`config.mk`:
```
export PLATFORM = sky130hd
export DESIGN_NAME = dtw_sdtw_core_flat
export DESIGN_NICKNAME = d
export VERILOG_FILES = /design/src/rtl/dtw_sdtw_core_pkg.sv /design/src/rtl/dtw_sdtw_core_if.sv /design/src/rtl/dtw_sdtw_core_cell.sv /design/src/rtl/dtw_sdtw_core.sv /design/src/flat_wrapper.sv
export SDC_FILE = /design/constraint.sdc
export NUM_CORES = 1
export LEC_CHECK = 0
export CAP_MARGIN = 25
export CORE_UTILIZATION = 41
export DETAILED_ROUTE_END_ITERATION = 10
export MAX_ROUTING_LAYER = met4
export SYNTH_ARGS = -nofsm -noshare
export SYNTH_HDL_FRONTEND = slang
export SYNTH_SLANG_ARGS = --single-unit
```
`constraint.sdc`:
```
create_clock -name S_AXIS_ACLK -period 12.2 [get_ports S_AXIS_ACLK]
set_input_delay 3.66 -clock S_AXIS_ACLK [delete_from_list [all_inputs] [get_ports S_AXIS_ACLK]]
set_output_delay 3.66 -clock S_AXIS_ACLK [all_outputs]
set_load 0.02 [all_outputs]
```
`src/rtl/dtw_sdtw_core_pkg.sv`:
```
// ---------------------------------------------------------------------------
// dtw_sdtw_core_pkg
// Shared definitions for the serial subsequence-DTW engine: default sizes,
// the FSM state encoding and small elaboration-time helpers (address width,
// saturation/INF value of a cost word).
// ---------------------------------------------------------------------------
package dtw_sdtw_core_pkg;

  localparam int SAMPLE_W_DEF  = 8;
  localparam int COST_W_DEF    = 16;
  localparam int REF_LEN_DEF   = 16;
  localparam int QUERY_LEN_DEF = 8;

  typedef enum logic [1:0] {
    ST_IDLE  = 2'd0,
    ST_FETCH = 2'd1,
    ST_ROW   = 2'd2,
    ST_DONE  = 2'd3
  } dtw_state_e;

  // Index width for a table of n entries; never narrower than one bit.
  function automatic int clog2_min1(input int n);
    int w;
    w = (n > 1) ? $clog2(n) : 1;
    return w;
  endfunction

  // All-ones value of a w-bit cost word: doubles as INF and saturation level.
  function automatic logic [63:0] cost_inf(input int w);
    logic [63:0] v;
    v = (w >= 64) ? {64{1'b1}} : ((64'd1 << w) - 64'd1);
    return v;
  endfunction

endpackage

```
`src/rtl/dtw_sdtw_core_if.sv`:
```
// ---------------------------------------------------------------------------
// dtw_sdtw_core_if
// Bundles the FIFO pop port, reference write port, run control and result
// signals of the DTW engine.
//   master : upstream side (FIFO, reference loader, controller)
//   slave  : the DTW core
// Signals:
//   dtw_fifo_dout/empty/rden  head-of-FIFO sample, empty flag, pop strobe
//   ref_wr_en/addr/data       reference array write port (IDLE only)
//   start/busy/done           run control and status
//   result_cost/result_pos    minimum last-row cost and its column
// ---------------------------------------------------------------------------
interface dtw_sdtw_core_if
  import dtw_sdtw_core_pkg::*;
#(
  parameter int SAMPLE_W = SAMPLE_W_DEF,
  parameter int REF_LEN  = REF_LEN_DEF,
  parameter int COST_W   = COST_W_DEF
);
  localparam int ADDR_W = clog2_min1(REF_LEN);

  logic [SAMPLE_W-1:0] dtw_fifo_dout;
  logic                dtw_fifo_empty;
  logic                dtw_fifo_rden;
  logic                ref_wr_en;
  logic [ADDR_W-1:0]   ref_wr_addr;
  logic [SAMPLE_W-1:0] ref_wr_data;
  logic                start;
  logic                busy;
  logic                done;
  logic [COST_W-1:0]   result_cost;
  logic [ADDR_W-1:0]   result_pos;

  modport master (
    output dtw_fifo_dout, dtw_fifo_empty, ref_wr_en, ref_wr_addr, ref_wr_data, start,
    input  dtw_fifo_rden, busy, done, result_cost, result_pos
  );

  modport slave (
    input  dtw_fifo_dout, dtw_fifo_empty, ref_wr_en, ref_wr_addr, ref_wr_data, start,
    output dtw_fifo_rden, busy, done, result_cost, result_pos
  );
endinterface

```
`src/rtl/dtw_sdtw_core_cell.sv`:
```
// ---------------------------------------------------------------------------
// dtw_sdtw_core_cell
// Purely combinational DP cell:
//   cell = sat( |q - ref| + min(diag, up, left) )
// Ports:
//   i_q, i_ref             query and reference samples
//   i_diag, i_up, i_left   neighbouring accumulated costs
//   o_cell                 saturated accumulated cost of this cell
// ---------------------------------------------------------------------------
module dtw_sdtw_core_cell
  import dtw_sdtw_core_pkg::*;
#(
  parameter int SAMPLE_W = SAMPLE_W_DEF,
  parameter int COST_W   = COST_W_DEF
) (
  input  logic [SAMPLE_W-1:0] i_q,
  input  logic [SAMPLE_W-1:0] i_ref,
  input  logic [COST_W-1:0]   i_diag,
  input  logic [COST_W-1:0]   i_up,
  input  logic [COST_W-1:0]   i_left,
  output logic [COST_W-1:0]   o_cell
);
  localparam logic [COST_W-1:0] INF = COST_W'(cost_inf(COST_W));

  logic [SAMPLE_W:0] w_diff;
  logic [COST_W-1:0] w_min_du;
  logic [COST_W-1:0] w_min3;
  logic [COST_W:0]   w_sum;

  // Absolute difference, three-way minimum and saturating accumulate.
  always_comb begin
    w_diff   = '0;
    w_min_du = '0;
    w_min3   = '0;
    w_sum    = '0;
    o_cell   = '0;

    // One extra bit so the subtraction never wraps.
    if (i_q >= i_ref) begin
      w_diff = {1'b0, i_q} - {1'b0, i_ref};
    end else begin
      w_diff = {1'b0, i_ref} - {1'b0, i_q};
    end

    if (i_diag <= i_up) begin
      w_min_du = i_diag;
    end else begin
      w_min_du = i_up;
    end

    if (w_min_du <= i_left) begin
      w_min3 = w_min_du;
    end else begin
      w_min3 = i_left;
    end

    // Carry out of COST_W bits means the true sum is beyond range: clamp.
    w_sum = (COST_W + 1)'(w_diff) + {1'b0, w_min3};
    if (w_sum[COST_W]) begin
      o_cell = INF;
    end else begin
      o_cell = w_sum[COST_W-1:0];
    end
  end

endmodule

```
`src/rtl/dtw_sdtw_core.sv`:
```
// ---------------------------------------------------------------------------
// dtw_sdtw_core
// Serial subsequence-DTW engine. Pops one query sample per row from the
// upstream sample FIFO, sweeps it across the locally stored reference one DP
// cell per clock and reports the minimum last-row cost and its column.
// Row -1 is all zeros (free start anywhere in the reference); column -1 is
// INF except for the corner D[-1][-1] = 0.
// Ports:
//   S_AXIS_ACLK     clock, shared with the stream sink
//   S_AXIS_ARESETN  asynchronous active-low reset
//   bus             dtw_sdtw_core_if.slave: FIFO pop, reference write,
//                   start/busy/done, result_cost/result_pos
// ---------------------------------------------------------------------------
module dtw_sdtw_core
  import dtw_sdtw_core_pkg::*;
#(
  parameter int SAMPLE_W  = SAMPLE_W_DEF,
  parameter int REF_LEN   = REF_LEN_DEF,
  parameter int QUERY_LEN = QUERY_LEN_DEF,
  parameter int COST_W    = COST_W_DEF
) (
  input  logic            S_AXIS_ACLK,
  input  logic            S_AXIS_ARESETN,
  dtw_sdtw_core_if.slave  bus
);
  localparam int ADDR_W = clog2_min1(REF_LEN);
  localparam int ROW_W  = clog2_min1(QUERY_LEN);

  localparam logic [COST_W-1:0] INF      = COST_W'(cost_inf(COST_W));
  localparam logic [ADDR_W-1:0] LAST_COL = ADDR_W'(REF_LEN - 1);
  localparam logic [ROW_W-1:0]  LAST_ROW = ROW_W'(QUERY_LEN - 1);

  dtw_state_e          r_state;
  logic [ROW_W-1:0]    r_i;
  logic [ADDR_W-1:0]   r_j;
  logic [SAMPLE_W-1:0] r_q;
  logic [COST_W-1:0]   r_diag;
  logic [COST_W-1:0]   r_left;
  logic [COST_W-1:0]   r_min;
  logic [ADDR_W-1:0]   r_pos;
  logic                r_busy;
  logic                r_done;
  logic [COST_W-1:0]   r_res_cost;
  logic [ADDR_W-1:0]   r_res_pos;

  // Storage arrays are intentionally not reset.
  logic [SAMPLE_W-1:0] r_ref  [REF_LEN];
  logic [COST_W-1:0]   r_prev [REF_LEN];

  logic [COST_W-1:0]   w_up;
  logic [COST_W-1:0]   w_cell;
  logic                w_take_min;
  logic [COST_W-1:0]   w_min_next;
  logic [ADDR_W-1:0]   w_pos_next;

  // Pop only while fetching and only when a sample is actually there.
  assign bus.dtw_fifo_rden = (r_state == ST_FETCH) && !bus.dtw_fifo_empty;

  assign bus.busy        = r_busy;
  assign bus.done        = r_done;
  assign bus.result_cost = r_res_cost;
  assign bus.result_pos  = r_res_pos;

  // Up neighbour and running last-row minimum for the current cell.
  always_comb begin
    w_up       = '0;
    w_take_min = 1'b0;
    w_min_next = r_min;
    w_pos_next = r_pos;

    if (r_i == '0) begin
      w_up = '0;
    end else begin
      w_up = r_prev[r_j];
    end

    // Column 0 seeds the minimum; afterwards strict less-than keeps the
    // lowest index on ties.
    if ((r_i == LAST_ROW) && ((r_j == '0) || (w_cell < r_min))) begin
      w_take_min = 1'b1;
    end else begin
      w_take_min = 1'b0;
    end

    if (w_take_min) begin
      w_min_next = w_cell;
      w_pos_next = r_j;
    end else begin
      w_min_next = r_min;
      w_pos_next = r_pos;
    end
  end

  dtw_sdtw_core_cell #(
    .SAMPLE_W (SAMPLE_W),
    .COST_W   (COST_W)
  ) u_cell (
    .i_q    (r_q),
    .i_ref  (r_ref[r_j]),
    .i_diag (r_diag),
    .i_up   (w_up),
    .i_left (r_left),
    .o_cell (w_cell)
  );

  // Reference writes are accepted only while idle.
  always_ff @(posedge S_AXIS_ACLK) begin
    if ((r_state == ST_IDLE) && bus.ref_wr_en) begin
      r_ref[bus.ref_wr_addr] <= bus.ref_wr_data;
    end
  end

  // Previous-row buffer: each computed cell overwrites its column.
  always_ff @(posedge S_AXIS_ACLK) begin
    if (r_state == ST_ROW) begin
      r_prev[r_j] <= w_cell;
    end
  end

  // Control FSM with registered status and result outputs.
  always_ff @(posedge S_AXIS_ACLK or negedge S_AXIS_ARESETN) begin
    if (!S_AXIS_ARESETN) begin
      r_state    <= ST_IDLE;
      r_i        <= '0;
      r_j        <= '0;
      r_q        <= '0;
      r_diag     <= '0;
      r_left     <= '0;
      r_min      <= '0;
      r_pos      <= '0;
      r_busy     <= 1'b0;
      r_done     <= 1'b0;
      r_res_cost <= '0;
      r_res_pos  <= '0;
    end else begin
      r_done <= 1'b0;
      case (r_state)
        ST_IDLE: begin
          if (bus.start) begin
            r_state <= ST_FETCH;
            r_busy  <= 1'b1;
            r_i     <= '0;
          end
        end

        ST_FETCH: begin
          if (!bus.dtw_fifo_empty) begin
            r_q     <= bus.dtw_fifo_dout;
            r_j     <= '0;
            // Corner D[-1][-1] is 0 only for the first row.
            r_diag  <= (r_i == '0) ? '0 : INF;
            r_left  <= INF;
            r_state <= ST_ROW;
          end
        end

        ST_ROW: begin
          // This cell's up becomes the next cell's diagonal.
          r_diag <= w_up;
          r_left <= w_cell;
          r_min  <= w_min_next;
          r_pos  <= w_pos_next;
          if (r_j == LAST_COL) begin
            if (r_i == LAST_ROW) begin
              r_state    <= ST_DONE;
              r_done     <= 1'b1;
              r_res_cost <= w_min_next;
              r_res_pos  <= w_pos_next;
            end else begin
              r_i     <= r_i + ROW_W'(1'b1);
              r_state <= ST_FETCH;
            end
          end else begin
            r_j <= r_j + ADDR_W'(1'b1);
          end
        end

        ST_DONE: begin
          r_state <= ST_IDLE;
          r_busy  <= 1'b0;
        end

        default: begin
          r_state <= ST_IDLE;
          r_busy  <= 1'b0;
        end
      endcase
    end
  end

endmodule

```
`src/flat_wrapper.sv`:
```
// flat-port wrapper written by rule: the top's interface ports become plain ports
module dtw_sdtw_core_flat import dtw_sdtw_core_pkg::*;
#(
  parameter int SAMPLE_W  = SAMPLE_W_DEF,
  parameter int REF_LEN   = REF_LEN_DEF,
  parameter int QUERY_LEN = QUERY_LEN_DEF,
  parameter int COST_W    = COST_W_DEF
)
  (S_AXIS_ACLK, S_AXIS_ARESETN, bus_dtw_fifo_dout, bus_dtw_fifo_empty, bus_ref_wr_en, bus_ref_wr_addr, bus_ref_wr_data, bus_start, bus_dtw_fifo_rden, bus_busy, bus_done, bus_result_cost, bus_result_pos);
  dtw_sdtw_core_if #(.SAMPLE_W(SAMPLE_W), .REF_LEN(REF_LEN), .COST_W(COST_W)) bus_i ();
  input  logic S_AXIS_ACLK;
  input  logic S_AXIS_ARESETN;
  input wire logic [$bits(bus_i.dtw_fifo_dout)-1:0] bus_dtw_fifo_dout;
  input wire logic [$bits(bus_i.dtw_fifo_empty)-1:0] bus_dtw_fifo_empty;
  input wire logic [$bits(bus_i.ref_wr_en)-1:0] bus_ref_wr_en;
  input wire logic [$bits(bus_i.ref_wr_addr)-1:0] bus_ref_wr_addr;
  input wire logic [$bits(bus_i.ref_wr_data)-1:0] bus_ref_wr_data;
  input wire logic [$bits(bus_i.start)-1:0] bus_start;
  output wire logic [$bits(bus_i.dtw_fifo_rden)-1:0] bus_dtw_fifo_rden;
  output wire logic [$bits(bus_i.busy)-1:0] bus_busy;
  output wire logic [$bits(bus_i.done)-1:0] bus_done;
  output wire logic [$bits(bus_i.result_cost)-1:0] bus_result_cost;
  output wire logic [$bits(bus_i.result_pos)-1:0] bus_result_pos;
  assign bus_i.dtw_fifo_dout = bus_dtw_fifo_dout;
  assign bus_i.dtw_fifo_empty = bus_dtw_fifo_empty;
  assign bus_i.ref_wr_en = bus_ref_wr_en;
  assign bus_i.ref_wr_addr = bus_ref_wr_addr;
  assign bus_i.ref_wr_data = bus_ref_wr_data;
  assign bus_i.start = bus_start;
  assign bus_dtw_fifo_rden = bus_i.dtw_fifo_rden;
  assign bus_busy = bus_i.busy;
  assign bus_done = bus_i.done;
  assign bus_result_cost = bus_i.result_cost;
  assign bus_result_pos = bus_i.result_pos;
  dtw_sdtw_core #(.SAMPLE_W(SAMPLE_W), .REF_LEN(REF_LEN), .QUERY_LEN(QUERY_LEN), .COST_W(COST_W)) u_core (.S_AXIS_ACLK(S_AXIS_ACLK), .S_AXIS_ARESETN(S_AXIS_ARESETN), .bus(bus_i));
endmodule
```
# Word-level counts from Yosys, hierarchy flattened
# Memory sizes are Yosys's and may differ from the RTL's.
# Cells that the tools add are included.
# Widths: inputs -> output; s select.
dict set report totals {
  reg_bits 91
  mem_bits_rw 384
  inputBits 25
  output_inout_bits 23
  word_cells 86
  mem_count 2
}
# memory depth word_bits rd rd_ports_with_merged_regs write_ports line_no
set memory_table {}
lappend memory_table {u_core.r_prev 16 16 1 0 1 dtw_sdtw_core.sv:48} ;# logic [COST_W-1:0] r_prev [REF_LEN];
lappend memory_table {u_core.r_ref 16 8 1 0 1 dtw_sdtw_core.sv:47} ;# logic [SAMPLE_W-1:0] r_ref [REF_LEN];
dict set report classes {
  add_sub_neg 5
  magnitude_cmp 4
  eq_ne 10
  mux 34
  bitwise 1
  reduce_logical 18
}
# op n
set op_table {}
lappend op_table {{$mux 16} 8}
lappend op_table {{$pmux 16 s2} 2}
lappend op_table {{$le 16x16->1} 2}
lappend op_table {{$sub 8x8->9} 2}
lappend op_table {{$add 9x16->17} 1}
lappend op_table {{$lt 16x16->1} 1}
lappend op_table {{$mux 4} 3}
lappend op_table {{$ne 2x2->1 const B} 5}
lappend op_table {{$mux 1} 9}
lappend op_table {{$mux 3} 3}
lappend op_table {{$mux 9} 1}
lappend op_table {{$reduce_and 3->1} 3}
lappend op_table {{$ge 8x8->1} 1}
lappend op_table {{$mux 2} 4}
lappend op_table {{$pmux 2 s4} 1}
lappend op_table {{$pmux 4 s2} 1}
lappend op_table {{$pmux 3 s2} 1}
lappend op_table {{$reduce_and 2->1} 3}
lappend op_table {{$reduce_bool 2->1} 3}
lappend op_table {{$add 4x1->4 const B} 1}
lappend op_table {{$eq 2x2->1 const B} 2}
lappend op_table {{$eq 4x4->1 const B} 1}
lappend op_table {{$logic_not 4->1} 1}
lappend op_table {{$reduce_and 4->1} 1}
lappend op_table {{10 further kinds} 12}

# Depth between registers and ports, before layout
dict set report logic_depth {
  word_depth 13
  depth_mapped 50
}

# Cells and area by module
# A second synthesis with hierarchy kept.
dict set report unflattened {
  cells_unflattened 1354
  area_unflattened_um2 21424.3
}
# module instances cells_per_inst area_per_inst_um2
set modules_own_cells {}
lappend modules_own_cells {dtw_sdtw_core 1 1011 18834.3}
lappend modules_own_cells {dtw_sdtw_core_cell 1 343 2590.0}

# Worst setup path after synthesis
# Ideal clock, no wire load.
dict set report synth_path {
  path_kind {reg-to-reg}
  start {register u_core.r_j[1]}
  end {register u_core.r_pos[0]}
  arrival_ns 10.785
  setup_slack_ns 1.288
  stages_incl_launch_ff 48
  path_cell_list {dfrtp_1 clkbuf_1 buf_2 buf_1 buf_1 mux4_2 mux4_2 nand2_1 ha_1 nand2_1 nor4_1 o21ai_0 a41oi_2 mux2_2 inv_1 ha_1 nand4_1 or4_1 [12 not listed] o211a_1 o41ai_1 a211oi_2 nand4_2 buf_2 o21ai_1 ha_1 a21o_1 a21o_1 a21oi_1 o21a_1 a2111oi_0 nand2_1 or4_4 o21bai_4 nor2_1 buf_4 mux2_1}
}
dict set report synth_between {
  elab_chain_len 13
  elab_cells_between_ends 19
}
# element line_no
set synth_rtl {}
lappend synth_rtl {{start, declared} dtw_sdtw_core.sv:35} ;# logic [ADDR_W-1:0] r_j;
lappend synth_rtl {{start signal, assigned} dtw_sdtw_core.sv:174} ;# r_j <= r_j + ADDR_W'(1'b1);
lappend synth_rtl {{$mem_v2 16x16} n/a}
lappend synth_rtl {{$mux 16} dtw_sdtw_core.sv:71} ;# if (r_i == '0) begin
lappend synth_rtl {{$le 16x16->1} dtw_sdtw_core_cell.sv:45} ;# if (i_diag <= i_up) begin
lappend synth_rtl {{$mux 16} dtw_sdtw_core_cell.sv:45}
lappend synth_rtl {{$le 16x16->1} dtw_sdtw_core_cell.sv:51} ;# if (w_min_du <= i_left) begin
lappend synth_rtl {{$mux 16} dtw_sdtw_core_cell.sv:51}
lappend synth_rtl {{$add 9x16->17 (*)} dtw_sdtw_core_cell.sv:58} ;# w_sum = (COST_W + 1)'(w_diff) + {1'b0, w_min3};
lappend synth_rtl {{$mux 16 (*)} dtw_sdtw_core_cell.sv:59} ;# if (w_sum[COST_W]) begin
lappend synth_rtl {{via u_core.u_cell.o_cell[5]} dtw_sdtw_core_cell.sv:21} ;# output logic [COST_W-1:0] o_cell
lappend synth_rtl {{$lt 16x16->1 (*)} dtw_sdtw_core.sv:79} ;# if ((r_i == LAST_ROW) && ((r_j == '0) || (w_cell < r_min))) begin
lappend synth_rtl {{$logic_or 1x1->1 (*)} dtw_sdtw_core.sv:79}
lappend synth_rtl {{$logic_and 1x1->1 (*)} dtw_sdtw_core.sv:79}
lappend synth_rtl {{$mux 1 (*)} dtw_sdtw_core.sv:79}
lappend synth_rtl {{$mux 4 (*)} dtw_sdtw_core.sv:85} ;# if (w_take_min) begin
lappend synth_rtl {{end signal, assigned} dtw_sdtw_core.sv:162} ;# r_pos <= w_pos_next;
lappend synth_rtl {{end, declared} dtw_sdtw_core.sv:40} ;# logic [ADDR_W-1:0] r_pos;
# Mark *: on every way through the listed nets, which the timed path passes. The rest lies on a longest branch.
# A chain may end at the register's enable or synchronous reset.

# Worst setup path after layout
dict set report layout_path {
  start {register u_core.r_j[0]}
  end {register u_core.r_res_cost[12], in the netlist u_core.bus.result_cost[12]}
}
dict set report layout_between {
  elab_chain_len 13
  elab_cells_between_ends 21
}
# element line_no
set layout_rtl {}
lappend layout_rtl {{$mem_v2 16x16} n/a}
lappend layout_rtl {{$mux 16} dtw_sdtw_core.sv:71}
lappend layout_rtl {{$le 16x16->1} dtw_sdtw_core_cell.sv:45}
lappend layout_rtl {{$mux 16} dtw_sdtw_core_cell.sv:45}
lappend layout_rtl {{$le 16x16->1} dtw_sdtw_core_cell.sv:51}
lappend layout_rtl {{$mux 16} dtw_sdtw_core_cell.sv:51}
lappend layout_rtl {{$add 9x16->17 (*)} dtw_sdtw_core_cell.sv:58}
lappend layout_rtl {{$mux 16 (*)} dtw_sdtw_core_cell.sv:59}
lappend layout_rtl {{via u_core.u_cell.o_cell[10]} dtw_sdtw_core_cell.sv:21}
lappend layout_rtl {{$lt 16x16->1 (*)} dtw_sdtw_core.sv:79}
lappend layout_rtl {{$logic_or 1x1->1 (*)} dtw_sdtw_core.sv:79}
lappend layout_rtl {{$logic_and 1x1->1 (*)} dtw_sdtw_core.sv:79}
lappend layout_rtl {{$mux 1 (*)} dtw_sdtw_core.sv:79}
lappend layout_rtl {{$mux 16 (*)} dtw_sdtw_core.sv:85}
lappend layout_rtl {{end signal, assigned} dtw_sdtw_core.sv:167} ;# r_res_cost <= w_min_next;
lappend layout_rtl {{end, declared} dtw_sdtw_core.sv:43} ;# logic [COST_W-1:0] r_res_cost;
# Marks and branches as above.

==> results_tabular.tex <==
\begin{tabular}{lr}
\hline
Metric & Value \\
\hline
\multicolumn{2}{l}{\textbf{STA}} \\
\quad Final setup violation count & 0 \\
\quad Total negative slack for setup checks & 0 ns \\
\quad Worst-case hold slack & 0.490 ns \\
\quad Hold Vio Cnt, Final & 0 \\
\quad Final worst path period share & 93.1\% \\
\quad Tightest slew margin relative to the limit & 34.3\% \\
\quad Minimum period implied by the final worst setup slack & 11.36 ns \\
\quad Clock Skew & 0.0309 ns \\
\quad Least-Margin Pin Slew & 0.982 ns \\
\quad Count of final max-slew check failures & 0 \\
\quad Upper clock frequency limit & 0.0880 GHz \\
\quad Setup repair after global routing missed its margin & no \\
\multicolumn{2}{l}{\textbf{Synthesis}} \\
\quad Largest family of logic cells by synthesized area & multiplexers \\
\quad Share of flip-flops with an asynchronous set or reset after synthesis & 19.2\% \\
\quad Cell taking the most area after synthesis & sky130\_fd\_sc\_hd\_\_edfxtp\_1 \\
\quad Share of the yosys chip area belonging to registers & 65.0\% \\
\quad Warnings, synthesis & 0 \\
\quad Complex-gate fraction of the synthesized area & 6.19\% \\
\quad Synth Net Count & 1443 \\
\quad Ranking of synthesized cells by area & sky130\_fd\_sc\_hd\_\_edfxtp\_1 (54\%), sky130\_fd\_sc\_hd\_\_mux4\_2 (13\%), sky130\_fd\_sc\_hd\_\_dfrtp\_1 (11\%) \\
\quad Synthesis-stage register bit count & 475 \\
\quad Post-Synth XOR/XNOR Area & 0.618\% \\
\quad Number of enable flip-flop cells after synthesis & 384 \\
\quad Mux contribution to synthesized area & 14.8\% \\
\quad Post-synth top flop & sky130\_fd\_sc\_hd\_\_edfxtp\_1 \\
\quad Post-synth top area share & 54.3\% \\
\quad Avg Inst Size Synth & 15.9 µm² \\
\quad Post-synthesis adder-cell area fraction & 4.93\% \\
\quad Fraction of the mapped netlist area in simple logic gates & 5.60\% \\
\quad Cell area after synthesis & 21300 µm² \\
\quad Count of unique library cells instantiated by Yosys & 72 \\
\quad Synthesized netlist cell count & 1336 \\
\multicolumn{2}{l}{\textbf{Floorplan}} \\
\quad Floorplan die height & 230 µm \\
\quad Horizontal die dimension & 230 µm \\
\quad Area inside the core boundary & 51300 µm² \\
\quad Row count & 83 \\
\quad Area of the die & 52800 µm² \\
\quad Num ports & 48 \\
\quad Starting density of the core & 41.4\% \\
\multicolumn{2}{l}{\textbf{Clock tree}} \\
\quad CTS clock-pin slew for the worst setup and hold paths & 0.06 ns \\
\quad Clock insertion delay at the later pin of the skew report & 0.60 ns \\
\quad Total clock sinks & 475 \\
\quad Number of hold buffers added after cts & 0 \\
\quad Buffer cell driving the clock tree root & sky130\_fd\_sc\_hd\_\_clkbuf\_16 \\
\quad Clock tree buffer depth & 3 \\
\quad CTS tree & yes \\
\quad Number of buffers created by CTS & 49 \\
\quad Number of levels the H-tree was split into & 2 \\
\multicolumn{2}{l}{\textbf{GRT}} \\
\quad Global-route wire length before repair & 76200 µm \\
\quad Overflow left after global routing & 0 \\
\quad Pin count of the biggest net entering global routing & 67 \\
\quad Vias in the first global route & 11909 \\
\quad Number of antenna violations at the first check in global routing & 0 \\
\quad Total GRT Usage & 20.1\% \\
\multicolumn{2}{l}{\textbf{Route}} \\
\quad Via count & 12046 \\
\quad Via density per instance & 5.62 \\
\quad Final WL & 50700 µm \\
\quad First-pass iteration count of the detailed router & 6 \\
\quad DRC & 0 \\
\quad First-iteration detailed-routing DRC count & 1236 \\
\quad Post-detailed-route wirelength per cell & 23.7 µm \\
\quad Post-DRT Antenna Nets & 0 \\
\multicolumn{2}{l}{\textbf{Worst setup path}} \\
\quad Crit path max-delay cell type & sky130\_fd\_sc\_hd\_\_dfrtp\_4 \\
\quad Required time of the worst setup path & 12.66 ns \\
\quad R2R setup slack & 0.84 ns \\
\quad Number of cell instances on the worst register-to-register path & 41 \\
\quad Critical Path Sink Type & flop \\
\quad Worst Path Class, Setup & reg2reg \\
\quad Most frequent cell on the critical path & sky130\_fd\_sc\_hd\_\_a21o\_1 \\
\quad Startpoint of the most critical setup path & u\_core.r\_j[0] \\
\quad Kind of start point of the critical path & flop \\
\quad Largest fanout of any net on the critical path & 36 \\
\quad Worst reg2reg startpoint & u\_core.r\_j[0] \\
\quad Critical path's largest stage delay & 0.60 ns \\
\quad Data arrival at the endpoint of the critical path & 11.82 ns \\
\quad Capture point of the worst reg-to-reg path & u\_core.bus.result\_cost[12] \\
\multicolumn{2}{l}{\textbf{Final layout}} \\
\quad Net count reported at finish & 1530 \\
\quad End-of-flow core utilization & 47.5\% \\
\quad Layout overhead on the synthesized area & 14.7\% \\
\quad Most frequent cells in the layout & sky130\_fd\_sc\_hd\_\_edfxtp\_1 (384), sky130\_fd\_sc\_hd\_\_mux4\_2 (120), sky130\_fd\_sc\_hd\_\_dfrtp\_1 (88) \\
\quad Fillers & 4429 \\
\quad Fraction of layout instances using a drive strength above 1 & 19.4\% \\
\quad Most common cell after layout, fill and taps aside & sky130\_fd\_sc\_hd\_\_edfxtp\_1 \\
\quad Count of antenna diodes in the layout & 0 \\
\multicolumn{2}{l}{\textbf{Outcome}} \\
\quad Status & finished, final reports clean \\
\multicolumn{2}{l}{\textbf{Hold path}} \\
\quad Startpoint of the most critical hold path & u\_core.bus.result\_pos[2] \\
\quad Number of instances on the worst hold path & 2 \\
\quad Endpoint of the worst hold path & u\_core.bus.result\_pos[2] \\
\quad Hold crit path type & reg2reg \\
\multicolumn{2}{l}{\textbf{Place}} \\
\quad Final RePlAce weighted congestion & 0.888 \\
\quad Number of port buffers & 47 \\
\quad HPWL after detailed placement & 32300 µm \\
\multicolumn{2}{l}{\textbf{Flow run}} \\
\quad Number of maximum-capacitance constraint violations & 0 \\
\hline
\end{tabular}
[layout make-up]
cell class	instances	area, µm²	share of cell area [%]
tap	680	851	3.49
timing repair buffer	98	931	3.82
clock inverter	27	268	1.10
multi-input combinational	716	6860	28.1
inverter	83	312	1.28
clock buffer	65	1340	5.49
sequential	475	13800	56.7
[logic make-up (layout without fill, tap and decap cells)]
group	after synthesis	count (layout)
DFF	475	475
and+or+nand+nor	255	255
AOI/OAI and AO/OA	203	203
muxes	161	161
buffers and inverters	145	273
adders and majority gates	82	82
xor gates and xnor gates	15	15
[sequential cells by signal (all words and copies together), names as in the netlist, 2 cells and up]
signal	count
u_core.bus.result_cost	16
u_core.bus.result_pos	4
u_core.r_diag	16
u_core.r_i	3
u_core.r_j	4
u_core.r_left	16
u_core.r_min	16
u_core.r_pos	4
u_core.r_prev	256
u_core.r_q	8
u_core.r_ref	128
u_core.r_state	2
[per-layer routing]
metal	vias to the layer above	wire (µm)	GRT usage [%]
met5	-	0	-
met4	0	894	4.94
met3	59	3240	3.26
met2	364	23000	29.2
met1	6265	23600	29.5
li1	5358	-	-
[worst max-delay path by stage]
stage,endpoint,depth (start not counted)
2_1_floorplan,u_core.r_pos[0],47
3_3_place_gp,u_core.bus.result_cost[12],39
3_5_place_dp,u_core.r_min[14],40
4_1_cts,u_core.r_min[14],40
5_1_grt,u_core.bus.result_cost[12],42
6_report,u_core.bus.result_cost[12],41
[worst max-delay path: cells and delay by family, from the launching register on]
| kind | cells | cell delay (ns) |
|---|---|---|
| AND/OR/NAND/NOR | 11 | 2.66 |
| AO/OA/AOI/OAI | 19 | 3.88 |
| adder cells (fa/ha/maj) | 5 | 1.56 |
| flip-flops | 1 | 0.60 |
| multiplexers | 3 | 1.34 |
| buffers and inverters | 3 | 1.14 |
[metrics by stage]
step                worst slack [ns]  cell area (µm²)  instances
finish                         0.842            24400       2144
global route                   0.146            24400       2144
CTS                            0.358            24300       2141
detailed placement             0.375            22700       2049
global placement               0.717            22600       2046
floorplan                       1.29            21300       1336
[Yosys cell counts, types with 5 or more instances]
library cell / n
sky130_fd_sc_hd__edfxtp_1: 384
sky130_fd_sc_hd__mux2_1: 5
sky130_fd_sc_hd__a211oi_1: 9
sky130_fd_sc_hd__nand3_1: 24
sky130_fd_sc_hd__and2_1: 13
sky130_fd_sc_hd__mux4_2: 120
sky130_fd_sc_hd__nand2b_1: 10
sky130_fd_sc_hd__nor2b_1: 7
sky130_fd_sc_hd__xnor2_1: 11
sky130_fd_sc_hd__clkbuf_1: 33
sky130_fd_sc_hd__a21oi_1: 53
sky130_fd_sc_hd__buf_1: 9
sky130_fd_sc_hd__a21o_1: 16
sky130_fd_sc_hd__inv_1: 80
sky130_fd_sc_hd__nand2_1: 80
sky130_fd_sc_hd__mux2_2: 17
sky130_fd_sc_hd__nand4_1: 11
sky130_fd_sc_hd__a31oi_1: 8
sky130_fd_sc_hd__ha_1: 79
sky130_fd_sc_hd__nor3_1: 22
sky130_fd_sc_hd__dfrtp_1: 91
sky130_fd_sc_hd__buf_2: 11
sky130_fd_sc_hd__mux2i_1: 18
sky130_fd_sc_hd__o311ai_1: 6
sky130_fd_sc_hd__nor2_1: 69
sky130_fd_sc_hd__o21ai_0: 44
sky130_fd_sc_hd__o21ai_1: 23
[repair_timing]
| action | 4_1_cts | 5_1_grt |
|---|---|---|
| buffers inserted | 0 | 2 |
| gates resized for setup | 0 | 2 |
| endpoints found under the setup margin | 0 | 39 |
Power is left out: the tool's default activity adds up to more than one toggle a clock period on the data nets, which glitch-free logic cannot reach.
